<file path="config.mk">
export PLATFORM = sky130hd
export DESIGN_NAME = carry_bypass_adder_32
export DESIGN_NICKNAME = d
export VERILOG_FILES = /design/src/rtl/carry_bypass_adder_32.sv
export SDC_FILE = /design/constraint.sdc
export NUM_CORES = 1
export LEC_CHECK = 0
export ABC_AREA = 1
export BUFFER_PORTS_ARGS = -buffer_cell sky130_fd_sc_hd__buf_2
export CAP_MARGIN = 20
export CELL_PAD_IN_SITES_DETAIL_PLACEMENT = 1
export CELL_PAD_IN_SITES_GLOBAL_PLACEMENT = 1
export CORE_ASPECT_RATIO = 1.1
export CORE_MARGIN = 4
export CORE_UTILIZATION = 25
export DETAILED_ROUTE_END_ITERATION = 6
export GPL_TIMING_DRIVEN = 0
export HOLD_SLACK_MARGIN = 0.15
export PLACE_DENSITY_LB_ADDON = 0.1
export RECOVER_POWER = 50
export SLEW_MARGIN = 40
export SYNTH_ARGS = -nofsm -noshare
export SYNTH_HDL_FRONTEND = slang
export SYNTH_SLANG_ARGS = --single-unit
</file>
<file path="constraint.sdc">
create_clock -name clk -period 2 [get_ports clk]
set_input_delay 0 -clock clk [delete_from_list [all_inputs] [get_ports clk]]
set_output_delay 0 -clock clk [all_outputs]
set_load 0.02 [all_outputs]
</file>
<file path="src/rtl/carry_bypass_adder_32.sv">
// ---------------------------------------------------------------------------
// carry_bypass_adder_32
//   Signed two's-complement adder built from carry-bypass (carry-skip) blocks.
//   Each BLOCK-bit group ripples its carry internally. When every bit of a
//   group propagates, the group's carry-in is forwarded straight to its
//   carry-out, so the carry does not walk the ripple chain.
//   Sum, unsigned carry-out and signed overflow are registered once:
//   latency 1 cycle, one result per cycle, no enable and no handshake.
//
// Parameters
//   WIDTH  operand/sum width in bits; must be a multiple of BLOCK
//   BLOCK  bits per bypass block, 2..WIDTH
//
// Ports
//   clk       in   1      rising-edge clock
//   rst       in   1      asynchronous active-high reset, clears all outputs
//   a         in   WIDTH  signed addend
//   b         in   WIDTH  signed addend
//   cin       in   1      carry into bit 0
//   sum       out  WIDTH  registered a+b+cin mod 2^WIDTH (or saturated)
//   cout      out  1      registered carry out of the MSB
//   overflow  out  1      registered signed overflow of the raw addition
//
// Configuration
//   CBA_SATURATE_EN  when defined, a signed overflow clamps the registered
//                    sum to the most positive or most negative value.
//                    cout and overflow always describe the raw addition.
//                    When undefined, the sum wraps modulo 2^WIDTH.
// ---------------------------------------------------------------------------
module carry_bypass_adder_32 #(
    parameter int WIDTH = 32,
    parameter int BLOCK = 4
) (
    input  logic             clk,
    input  logic             rst,
    input  logic [WIDTH-1:0] a,
    input  logic [WIDTH-1:0] b,
    input  logic             cin,
    output logic [WIDTH-1:0] sum,
    output logic             cout,
    output logic             overflow
);

    localparam int NBLK = WIDTH / BLOCK;

    // Refuse to build a partial last block or a degenerate block size.
    generate
        if ((BLOCK < 2) || (BLOCK > WIDTH) || ((WIDTH % BLOCK) != 0)) begin : g_bad_cfg
            $error("carry_bypass_adder_32: WIDTH must be a multiple of BLOCK and BLOCK in 2..WIDTH");
        end
    endgenerate

    logic [WIDTH-1:0] prop;
    logic [WIDTH-1:0] gen;
    // carry[i] is the carry into bit i; carry[WIDTH] leaves the MSB.
    logic [WIDTH:0]   carry;
    logic [NBLK-1:0]  blk_prop;
    logic [WIDTH-1:0] sum_raw;
    logic             cout_raw;
    logic             ovf_raw;
    logic [WIDTH-1:0] sum_next;

    // The whole chain lives in one combinational process so each carry is
    // computed in order from the one before it.
    always_comb begin
        prop     = a ^ b;
        gen      = a & b;
        carry    = '0;
        blk_prop = '0;
        carry[0] = cin;
        for (int k = 0; k < NBLK; k++) begin
            logic all_p;
            all_p = 1'b1;
            for (int j = 0; j < BLOCK; j++) begin
                carry[k*BLOCK + j + 1] = gen[k*BLOCK + j]
                                       | (prop[k*BLOCK + j] & carry[k*BLOCK + j]);
                all_p = all_p & prop[k*BLOCK + j];
            end
            blk_prop[k] = all_p;
            // Bypass mux: a fully propagating block hands its carry-in onward.
            // Bits inside the block still use the rippled carries for s_i.
            carry[(k+1)*BLOCK] = blk_prop[k] ? carry[k*BLOCK] : carry[(k+1)*BLOCK];
        end
    end

    assign sum_raw  = prop ^ carry[WIDTH-1:0];
    assign cout_raw = carry[WIDTH];
    // Signed overflow: carry into the sign bit disagrees with carry out of it.
    assign ovf_raw  = carry[WIDTH] ^ carry[WIDTH-1];

`ifdef CBA_SATURATE_EN
    // Overflow only happens when both operands share a sign, so a's sign
    // tells which rail to clamp to.
    always_comb begin
        sum_next = sum_raw;
        if (ovf_raw) begin
            sum_next = a[WIDTH-1] ? {1'b1, {(WIDTH-1){1'b0}}}
                                  : {1'b0, {(WIDTH-1){1'b1}}};
        end
    end
`else
    assign sum_next = sum_raw;
`endif

    always_ff @(posedge clk or posedge rst) begin
        if (rst) begin
            sum      <= '0;
            cout     <= 1'b0;
            overflow <= 1'b0;
        end else begin
            sum      <= sum_next;
            cout     <= cout_raw;
            overflow <= ovf_raw;
        end
    end

endmodule

</file>
-- Word level (Yosys, flattened, before mapping)
Index checks and enable logic that the tools add are counted.
- word-level logic and storage cells: 103
- output and inout bits: 34
- register bits: 34
- bits of input ports: 67
- bitwise gates (word level): 92
- multiplexer cells: 8
- operator list (operator ; count):
    bitwise XOR 32 bit ; 2
    AND 1 bit ; 56
    AND 32 bit ; 1
    bitwise OR 1 bit ; 32
    two-way mux 1 bit ; 8
    bitwise XOR 1 bit ; 1

-- Longest topological paths before layout
- word-level depth: 74
- depth in mapped cells: 57

-- Least setup slack after synthesis
Ideal clock, no wire load.
- path kind: input-to-reg
- from: in a[0]
- to: reg sum[31]
- setup time: 0.064 ns
- cell stages on the path: 55
- setup slack: -12.000 ns
- arrival: 13.936 ns
- data required time: 1.936 ns
- path through: inv_1 fa_1 inv_1 fa_1 fa_1 fa_1 o21bai_2 nand2_1 inv_1 fa_1 fa_1 fa_1 fa_1 or2_4 nand2_1 inv_1 fa_1 fa_1 (+19 left out) fa_1 fa_1 fa_1 fa_1 nand2_1 nand2_1 fa_1 fa_1 fa_1 fa_1 nand2_1 nand2_1 fa_1 fa_1 fa_1 inv_1 fa_1 inv_1
- cells in the longest elaborated chain, start to end: 71
- RTL lines (item ; line ; source):
    from (decl) ; 36 ; input logic [WIDTH-1:0] a,
    bitwise XOR 32 bit ; 66 ; prop = a ^ b;
    AND 1 bit ; 76 ; | (prop[k*BLOCK + j] & carry[k*BLOCK + j]);
    bitwise OR 1 bit ; 76 ;
    AND 1 bit ; 76 ;
    bitwise OR 1 bit ; 76 ;
    AND 1 bit ; 76 ;
    bitwise OR 1 bit ; 76 ;
    AND 1 bit ; 76 ;
    (+56 left out) ; n/a ;
    AND 1 bit * ; 76 ;
    bitwise OR 1 bit * ; 76 ;
    AND 1 bit * ; 76 ;
    bitwise OR 1 bit * ; 76 ;
    AND 1 bit * ; 76 ;
    bitwise OR 1 bit * ; 76 ;
    bitwise XOR 32 bit * ; 86 ; assign sum_raw = prop ^ carry[WIDTH-1:0];
    net sum_next[31] ; 61 ; logic [WIDTH-1:0] sum_next;
    to (signal assigned) ; 111 ; sum <= sum_next;
    to (decl) ; 39 ; output logic [WIDTH-1:0] sum,
The timed path passes the listed nets; every way through them passes the cells marked *.

-- Final worst setup path
- from: in cin
- to: reg sum[31]
- cells in the longest elaborated chain, start to end: 70
- RTL lines (item ; line ; source):
    from (decl) ; 38 ; input logic cin,
    AND 1 bit ; 76 ;
    bitwise OR 1 bit ; 76 ;
    AND 1 bit ; 76 ;
    bitwise OR 1 bit ; 76 ;
    AND 1 bit ; 76 ;
    bitwise OR 1 bit ; 76 ;
    AND 1 bit ; 76 ;
    bitwise OR 1 bit ; 76 ;
    (+55 left out) ; n/a ;
    AND 1 bit * ; 76 ;
    bitwise OR 1 bit * ; 76 ;
    AND 1 bit * ; 76 ;
    bitwise OR 1 bit * ; 76 ;
    AND 1 bit * ; 76 ;
    bitwise OR 1 bit * ; 76 ;
    bitwise XOR 32 bit * ; 86 ;
    net sum_next[31] ; 61 ;
Marks and branches as above.

==> qor.csv <==
metric,value,unit
clk slew on worst S/H paths,0.08,ns
PwrDens,651,mW/mm^2
DP HPWL,4900,um
setup violators final,30,
Max IR drop VDD,213,uV
initial antenna violation count,0,
syn nets,306,
TritonCTS clock tree,done,
most crowded layer after global routing,met2,
cell count after synthesis,175,
largest cells by area after synthesis,"dfrtp_1 (37%), fa_1 (28%), ha_1 (17%)",
leakage,2.03,nW
met2 Use GR,0.272,
status,"complete, but fails checks",
fin crit share,6.65,
first-pass GRT wire length,11900,um
die height,109,um
met3 usage,0.0313,
cell mode on critical path,fa_2,
final hold vios,0,
worst slack at placement,-11.55,ns
Fin Setup TNS,-185.21,ns
critical path class,input pin to flop,
failing checks,negative setup slack,
WP data arrival,13.53,ns
Final ANT Viol Nets,0,
Ys Warns,0,
crit path time final,13.30,ns
# clock sinks,34,
die area,0.0109,mm^2
worst hold slack,0.0324,ns
Buf/Inv on CP,11,
fin util,0.459,
nets,515,
GR Util All Layers,0.143,
max incr delay on CP,0.44,ns
Antenna Cells,0,
hold-fix buffers at CTS,9,
Commonest cells post-synth,"dfrtp_1 (34), fa_1 (32), ha_1 (32), inv_1 (20), nand2_1 (18)",
Post-Syn Area,0.00232,mm^2
WP data required,2.23,ns
crit-path leading delay family,adder cells,
Port Buffers,100,
fillers,1019,
average size of a mapped cell,13.3,um^2
Worst slew margin,0.446,
post-route insts no fill,499,
cell with the most instances after synthesis,dfrtp_1,
Site Rows,36,
total vias in the final route,2049,
largest net degree at the start of global routing,20,
total power,2.68,mW
fin. max-slew vios,0,
CP endpoint kind,flop,
DR iter-0 viols,16,
via count of the first global-routing pass,2493,
DR WL/cell,14.9,um
worst-path maximum fanout,2,
drt total wl,7450,um
post-route setup slack,-11.30,ns
unrepaired setup endpoints after global routing,true,
CTS root buffer,clkbuf_8,
Area Overhead vs Synth,76.9,%
io pins,101,
Hold WC Path Type,input pin to flop,
slowest CP cell,fa_2,
Max-cap violations,0,
first drt pass iteration count,4,
post-place instance area,0.00312,mm^2
Die Wd,99.9,um
routability cong.,0.714,
share of async-settable or async-resettable flops after synthesis,1.00,
Core Area,0.00896,mm^2
Synth Flop Type,dfrtp_1,
Post-synth EDFFs,0,
met1 usage,0.147,
post-synth top area share,0.366,
synth unique cells,17,
synthesis-stage register bit count,34,
initial core utilization,0.259,
CP Launch Type,input pin,
GR Overflow Total,0,
detailed-route vias per instance,4.11,
Synth area leader,dfrtp_1,
Inst Count DP,390,
Slew @ Worst Pin,0.831,ns
TritonCTS buffer count,5,
"Seq/Total Area, Yosys",0.366,
DRC Markers,0,
FMAX,75.2,MHz
fin area,0.00411,mm^2
fraction of layout cells with a size suffix above 1,0.694,
Clock Path Buffers,2,
CTS H-tree depth,2,
-- metal layers --
| layer | routed length (um) | part of all wire |
|---|---|---|
| met1 | 2590 | 0.35 |
| met3 | 432 | 0.058 |
| met2 | 4210 | 0.57 |
| met5 | 0 | 0 |
| met4 | 210 | 0.028 |
-- cells in the final DEF, fill, tap and decap left out, types with 4 or more instances in the layout --
| cell type | netlist | routed |
|---|---|---|
| buf_2 | 0 | 79 |
| buf_4 | 0 | 89 |
| buf_6 | 0 | 4 |
| clkbuf_1 | 0 | 18 |
| clkbuf_8 | 0 | 8 |
| dfrtp_1 | 34 | 34 |
| dlygate4sd3_1 | 0 | 8 |
| fa_2 | 0 | 32 |
| ha_1 | 32 | 32 |
| inv_1 | 20 | 9 |
| inv_2 | 0 | 8 |
| nand2_1 | 18 | 5 |
| nand2_2 | 4 | 14 |
| nand3_1 | 4 | 4 |
| nand3_2 | 12 | 8 |
| nand3_4 | 0 | 4 |
| nand4_1 | 5 | 5 |
-- power by group --
part	internal, mW	switching, mW
registers	0.830	0.0358
clock network	0.348	0.268
logic	0.570	0.624
total	1.75	0.928
-- state kept, by name, summed over array words and instances, names as in the netlist --
signal	flops
cout	1
overflow	1
sum	32
-- cells by family after synthesis --
logic type	synth area share
adders and majority gates	0.448
and+or+nand+nor	0.143
buffers and inverters	0.0323
AOI/OAI and AO/OA	0.0113
DFF	0.366
-- repair_timing --
item,CTS,global route
endpoints found under the hold margin,65,25
buffers inserted,95,9
setup endpoints to repair,30,30
gates resized for setup,18,20
pin swaps,12,27
cloned,0,0
-- worst paths after layout --
kind,start,to,slack [ns],cells after the start
max,cin,sum[31]$_DFF_PP0_,-11.30,57
min,b[9],sum[9]$_DFF_PP0_,0.03,2
max in group asynchronous,rst,sum[5]$_DFF_PP0_,1.00,4
min in group asynchronous,rst,sum[12]$_DFF_PP0_,0.43,3
-- area by class of cell --
type,instances,area [um^2],area share
clock buffers,8,110,0.0268
inverters,20,95.1,0.0231
multi-input cells,121,1580,0.385
flip-flops and latches,34,851,0.207
well taps,114,143,0.0347
repair buffers,202,1330,0.324
(Power assumes the default switching activity.)
